`src/rtl/fp16_pkg.sv`:
```
// Shared fp16 field constants and the classifier state encoding.
package fp16_pkg;

  localparam int unsigned FP16_W      = 16;
  localparam int unsigned FP16_SIGN   = 15;
  localparam int unsigned FP16_EXP_HI = 14;
  localparam int unsigned FP16_EXP_LO = 10;

  typedef enum logic [1:0] {
    IDLE = 2'd0,
    SCAN = 2'd1,
    DONE = 2'd2
  } cls_state_t;

endpackage

```
`src/rtl/fp16_pos_gt.sv`:
```
// Combinational test: candidate is a positive normal strictly greater than best.
module fp16_pos_gt
  import fp16_pkg::*;
(
  input  logic [FP16_W-1:0] cand,
  input  logic [FP16_W-1:0] best,
  output logic              gt
);

  logic cand_pos_norm;

  // Magnitude bits order correctly for positive values, exponent 31 included.
  assign cand_pos_norm = !cand[FP16_SIGN] && (cand[FP16_EXP_HI:FP16_EXP_LO] != '0);
  assign gt = cand_pos_norm && (cand[FP16_SIGN-1:0] > best[FP16_SIGN-1:0]);

endmodule

```
`src/rtl/fp16_softmax_classifier.sv`:
```
// Captures a softmax fp16 vector, scans it serially and reports the 1-based argmax.
module fp16_softmax_classifier
  import fp16_pkg::*;
#(
  parameter int unsigned IN_OUT_NUM = 10,
  parameter int unsigned IDX_W      = $clog2(IN_OUT_NUM + 1)
) (
  input  logic                         clk,
  input  logic                         reset_b,
  input  logic                         softmax_valid,
  input  logic [IN_OUT_NUM*FP16_W-1:0] softmax_out,
  output logic                         softmax_clear,
  output logic                         class_valid,
  output logic [IDX_W-1:0]             class_idx,
  output logic [FP16_W-1:0]            class_val,
  input  logic                         class_ack,
  output logic                         busy
);

  localparam int unsigned CNT_W = (IN_OUT_NUM > 1) ? $clog2(IN_OUT_NUM) : 1;

  cls_state_t                            state;
  logic [IN_OUT_NUM-1:0][FP16_W-1:0]     buf_q;
  logic [CNT_W-1:0]                      cnt;
  logic                                  armed;
  logic [FP16_W-1:0]                     best_val;
  logic [IDX_W-1:0]                      best_idx;
  logic [FP16_W-1:0]                     cur;
  logic                                  cur_gt;
  logic [IDX_W-1:0]                      cur_idx;
  logic                                  last;

  assign cur     = buf_q[cnt];
  assign cur_idx = IDX_W'(cnt) + IDX_W'(1);
  assign last    = (cnt == CNT_W'(IN_OUT_NUM - 1));

  fp16_pos_gt u_pos_gt (
    .cand (cur),
    .best (best_val),
    .gt   (cur_gt)
  );

  always_ff @(posedge clk or negedge reset_b) begin
    if (!reset_b) begin
      state         <= IDLE;
      buf_q         <= '0;
      cnt           <= '0;
      armed         <= 1'b1;
      best_val      <= '0;
      best_idx      <= '0;
      softmax_clear <= 1'b0;
      class_valid   <= 1'b0;
      class_idx     <= '0;
      class_val     <= '0;
      busy          <= 1'b0;
    end else begin
      softmax_clear <= 1'b0;
      // Valid is level-held by the softmax, so only a low sample re-arms capture.
      if (!softmax_valid) armed <= 1'b1;
      unique case (state)
        IDLE: begin
          if (softmax_valid && armed) begin
            buf_q         <= softmax_out;
            cnt           <= '0;
            best_val      <= '0;
            best_idx      <= '0;
            armed         <= 1'b0;
            softmax_clear <= 1'b1;
            busy          <= 1'b1;
            state         <= SCAN;
          end
        end
        SCAN: begin
          if (cur_gt) begin
            best_val <= cur;
            best_idx <= cur_idx;
          end
          if (last) begin
            cnt         <= '0;
            class_valid <= 1'b1;
            class_idx   <= cur_gt ? cur_idx : best_idx;
            class_val   <= cur_gt ? cur : best_val;
            state       <= DONE;
          end else begin
            cnt <= cnt + CNT_W'(1);
          end
        end
        DONE: begin
          if (class_ack) begin
            class_valid <= 1'b0;
            class_idx   <= '0;
            class_val   <= '0;
            busy        <= 1'b0;
            state       <= IDLE;
          end
        end
        default: state <= IDLE;
      endcase
    end
  end

endmodule

```
`config.mk`:
```
export PLATFORM = sky130hd
export DESIGN_NAME = fp16_softmax_classifier
export DESIGN_NICKNAME = d
export VERILOG_FILES = /design/src/rtl/fp16_pkg.sv /design/src/rtl/fp16_pos_gt.sv /design/src/rtl/fp16_softmax_classifier.sv
export SDC_FILE = /design/constraint.sdc
export NUM_CORES = 1
export LEC_CHECK = 0
export CAP_MARGIN = 0
export CORE_MARGIN = 8
export CORE_UTILIZATION = 30
export CTS_BUF_LIST = sky130_fd_sc_hd__clkbuf_8
export DETAILED_ROUTE_END_ITERATION = 10
export PLACE_DENSITY = 0.56
export SLEW_MARGIN = 40
export SYNTH_ARGS = -nofsm -noshare
export SYNTH_HDL_FRONTEND = slang
export SYNTH_SLANG_ARGS = --single-unit
```
`constraint.sdc`:
```
create_clock -name clk -period 4.46 [get_ports clk]
set_input_delay 0.446 -clock clk [delete_from_list [all_inputs] [get_ports clk]]
set_output_delay 0.446 -clock clk [all_outputs]
set_load 0.01 [all_outputs]
```
==> key figures <==
Run status
  • Outcome: completed

Synthesis
  • Most instantiated flip-flop cell in the synthesis netlist: dfrtp_1
  • Number of flops mapped to enable cells by yosys: 0
  • Post-synth cell types: 57
  • Largest area contributor in the synthesized netlist: dfrtp_1
  • Mean area per synthesized cell: 9.420 sq um
  • Ranking of synthesized cells by area: dfrtp_1 (52%), nand2_1 (19%), mux4_2 (7.2%)
  • Number of register bits inferred by synthesis: 210
  • Cell count after synthesis: 1066
  • Syn nets: 1247
  • Yosys warning count: 0
  • Part of the Yosys area used for sequential elements: 52.34%
  • Async SR Flop Fraction: 100.0%
  • Post-synthesis cell area: 10040 sq um
  • Yosys top cell area share: 52.08%

Drt
  • DRC violations left: 0
  • Number of nets with antenna violations after routing: 0
  • Pre-antenna DRT Iters: 7
  • Vias after detailed routing: 7919
  • Final WL: 30050 um
  • First DRT Iteration DRCs: 550
  • Drt via density: 4.588
  • DR WL/cell: 17.41 um

Floorplan
  • I/O pin cnt: 187
  • Core ar.: 33280 sq um
  • Number of core rows: 67
  • Die Y-Extent: 199.0 um
  • Die X-Extent: 199.0 um
  • Starting density of the core: 30.17%
  • DIE AREA: 39590 sq um

Layout
  • Leading cell type in the layout, fill and taps excluded: nand2_1
  • Layout cells sized above 1: 11.12%
  • Final cell area excluding filler cells: 13140 sq um
  • Synth-to-Final Area Change: 30.89%
  • Post-Route Utilization: 39.49%
  • Highest-count cells in the layout ignoring fill and taps: nand2_1 (521), dfrtp_1 (208), clkdlybuf4s50_1 (185), clkbuf_8 (48), inv_1 (36)
  • Layout net count: 1428

GRT
  • Initial antenna violation count: 1
  • Via count of the first global-routing pass: 8298
  • Pin count of the biggest net entering global routing: 171
  • Wire length of the first global-routing pass: 47140 um
  • Overall Global Routing Usage: 15.25%
  • Sum of overflow across all layers after global routing: 0

Place
  • Placed Area: 12360 sq um
  • Detailed placer's ending HPWL: 22060 um
  • Weighted congestion at the end of routability-driven global placement: 0.8522
  • Port Buffers: 186

Power and ir drop
  • Portion of total power attributed to the clock network: 18.1%
  • Total power divided by cell area: 734.6 nW/um^2
  • Sequential Power Share: 34.4%
  • Switching part of the total power: 40.85%
  • Power dissipated by switching net loads: 3944 uW
  • Leakage power total: 0.006274 uW
  • Total internal power: 5712 uW
  • Gate power share: 47.6%
  • Max rail drop VDD: 281.3 uV

Clock network
  • Clock Pin Slew Worst Setup and Hold Paths: 0.06 ns
  • Cts bufs inserted: 39
  • Clock tree root buffer cell: clkbuf_8
  • Clk_lat worst skew: 0.53 ns
  • Number of H-tree levels: 2
  • Largest buffer count on any clock path: 3
  • Post-CTS Resized: 0
  • Number of clock sinks seen by CTS: 210
  • CTS tree: done

Critical path
  • Arrival time at the worst endpoint: 4.46 ns
  • Kind of launch point of the worst setup path: flip-flop
  • WP data required: 4.85 ns
  • Max Fanout on Critical Path: 19
  • Critical path endpoint category: flip-flop
  • WS Path Type: flip-flop to flip-flop

Timing
  • Total Negative Setup Slacks: 0 ns
  • Final period utilization: 91.36%
  • Relative slew slack: 42.58%
  • Transition at the pin with the smallest max-transition slack: 0.8613 ns
  • Final hold viol count: 0
  • Final critical-path required period: 4.075 ns
  • Worst clock skew: 0.02241 ns
  • Setup violators final: 0
  • Pins over their slew limit: 0
  • Worst hold slack: 0.4195 ns
  • RSZ-0062 raised after global routing: no
  • Achievable Freq: 245.4 MHz

Run
  • Number of max-cap violations: 0

Hold path
  • Hold/Removal Path Class: primary input to async pin
## critical path, stage by stage (launching register included)
cell	delay, ns
dfrtp_4	0.53
buf_12	0.21
mux4_2	0.52
mux2i_1	0.33
o22ai_2	0.22
ha_1	0.35
nand4_1	0.16
nor4_1	0.49
nor4_4	0.11
o41ai_4	0.07
buf_4	0.31
mux2_2	0.36
a31oi_1	0.16
o21ai_0	0.10
## registers in the layout (all words and copies together), names as in the netlist
name	flops
armed	1
best_idx	4
best_val	16
buf_q	160
busy	1
class_idx	4
class_val	16
class_valid	1
cnt	4
softmax_clear	1
state	2
## cell usage after synthesis, types with 2 or more instances
library cell	n
o22ai_2	3
nor2_1	26
nand2b_1	4
o31ai_1	16
o22a_1	2
inv_2	2
mux2i_1	21
buf_2	7
a32o_1	2
buf_1	4
buf_6	7
dfrtp_1	209
nand3b_1	3
xnor2_1	2
a22o_1	2
nand4_1	3
o21ai_2	5
mux2_2	3
a211o_1	2
a221o_1	3
o21ai_1	3
nand3_2	5
a21oi_1	15
and3_1	3
nand3_1	24
a31oi_1	4
inv_1	17
ha_1	17
nor4_4	2
a211oi_4	2
clkbuf_1	46
mux4_2	32
o21ai_0	18
a22oi_2	9
nand2_1	521
## layer usage
| layer | wire length (um) | up-vias | track usage [%] |
|---|---|---|---|
| met5 | 0 | - | 0 |
| met4 | 561 | 0 | 4.117 |
| met3 | 1602 | 32 | 3.536 |
| met2 | 14480 | 199 | 24.72 |
| met1 | 13410 | 3801 | 20.26 |
| li1 | - | 3887 | - |
## metrics by stage
step                worst slack [ns]  instances  power (uW)
finish                        0.3854       1726        9656
global route                  0.1005       1726       10430
CTS                           0.3465       1723        9760
detailed placement            0.3930       1652        7966
global placement              0.4573       1652        7881
floorplan                     0.1685       1066        6525
## worst paths after layout
kind	startpoint	to	slack, ns	cells after the start
setup / recovery	cnt[0]$_DFFE_PN0P_	class_val[11]$_DFFE_PN0P_	0.39	13
hold / removal	reset_b	busy$_DFFE_PN0P_	0.42	2
setup reg to reg	cnt[0]$_DFFE_PN0P_	class_val[11]$_DFFE_PN0P_	0.39	13
hold reg to reg	buf_q[109]$_DFFE_PN0P_	buf_q[109]$_DFFE_PN0P_	0.47	2
max in group asynchronous	reset_b	cnt[0]$_DFFE_PN0P_	3.19	3
min in group clk	softmax_out[33]	buf_q[33]$_DFFE_PN0P_	0.44	3
## area by class of cell
cell class,count,area [sq um]
flip-flops and latches,210,5260
diodes,1,2.502
repair buffers,206,2101
inverters,19,73.82
clock inverters,24,101.3
clock buffers,47,646.9
fillers,3357,20140
multi-input cells,771,4398
well taps,448,560.5
## cell families after synthesis
kind of cell / Yosys count / share of synthesized area, %
flip-flops: 210 / 52.34
AND/OR/NAND/NOR: 598 / 23.93
multiplexers: 56 / 9.606
adder cells (fa/ha/maj): 17 / 2.118
XOR/XNOR: 2 / 0.1745
AO/OA/AOI/OAI: 98 / 7.837
buffers and inverters: 85 / 3.987
## power by group through the flow
stage	Sequential (uW)	Combinational, uW	Clock (uW)
after floorplan	3150	3370	0
after global placement	3340	4540	0
after detailed placement	3350	4610	0
after CTS	3330	4630	1800
after global routing	3430	5110	1890
final	3320	4590	1740
## repair_timing
item	in CTS	in global routing
endpoints found under the hold margin	0	30
hold buffers	0	1
setup buffers	0	0
Note: power is estimated with default switching activity, not from simulation.
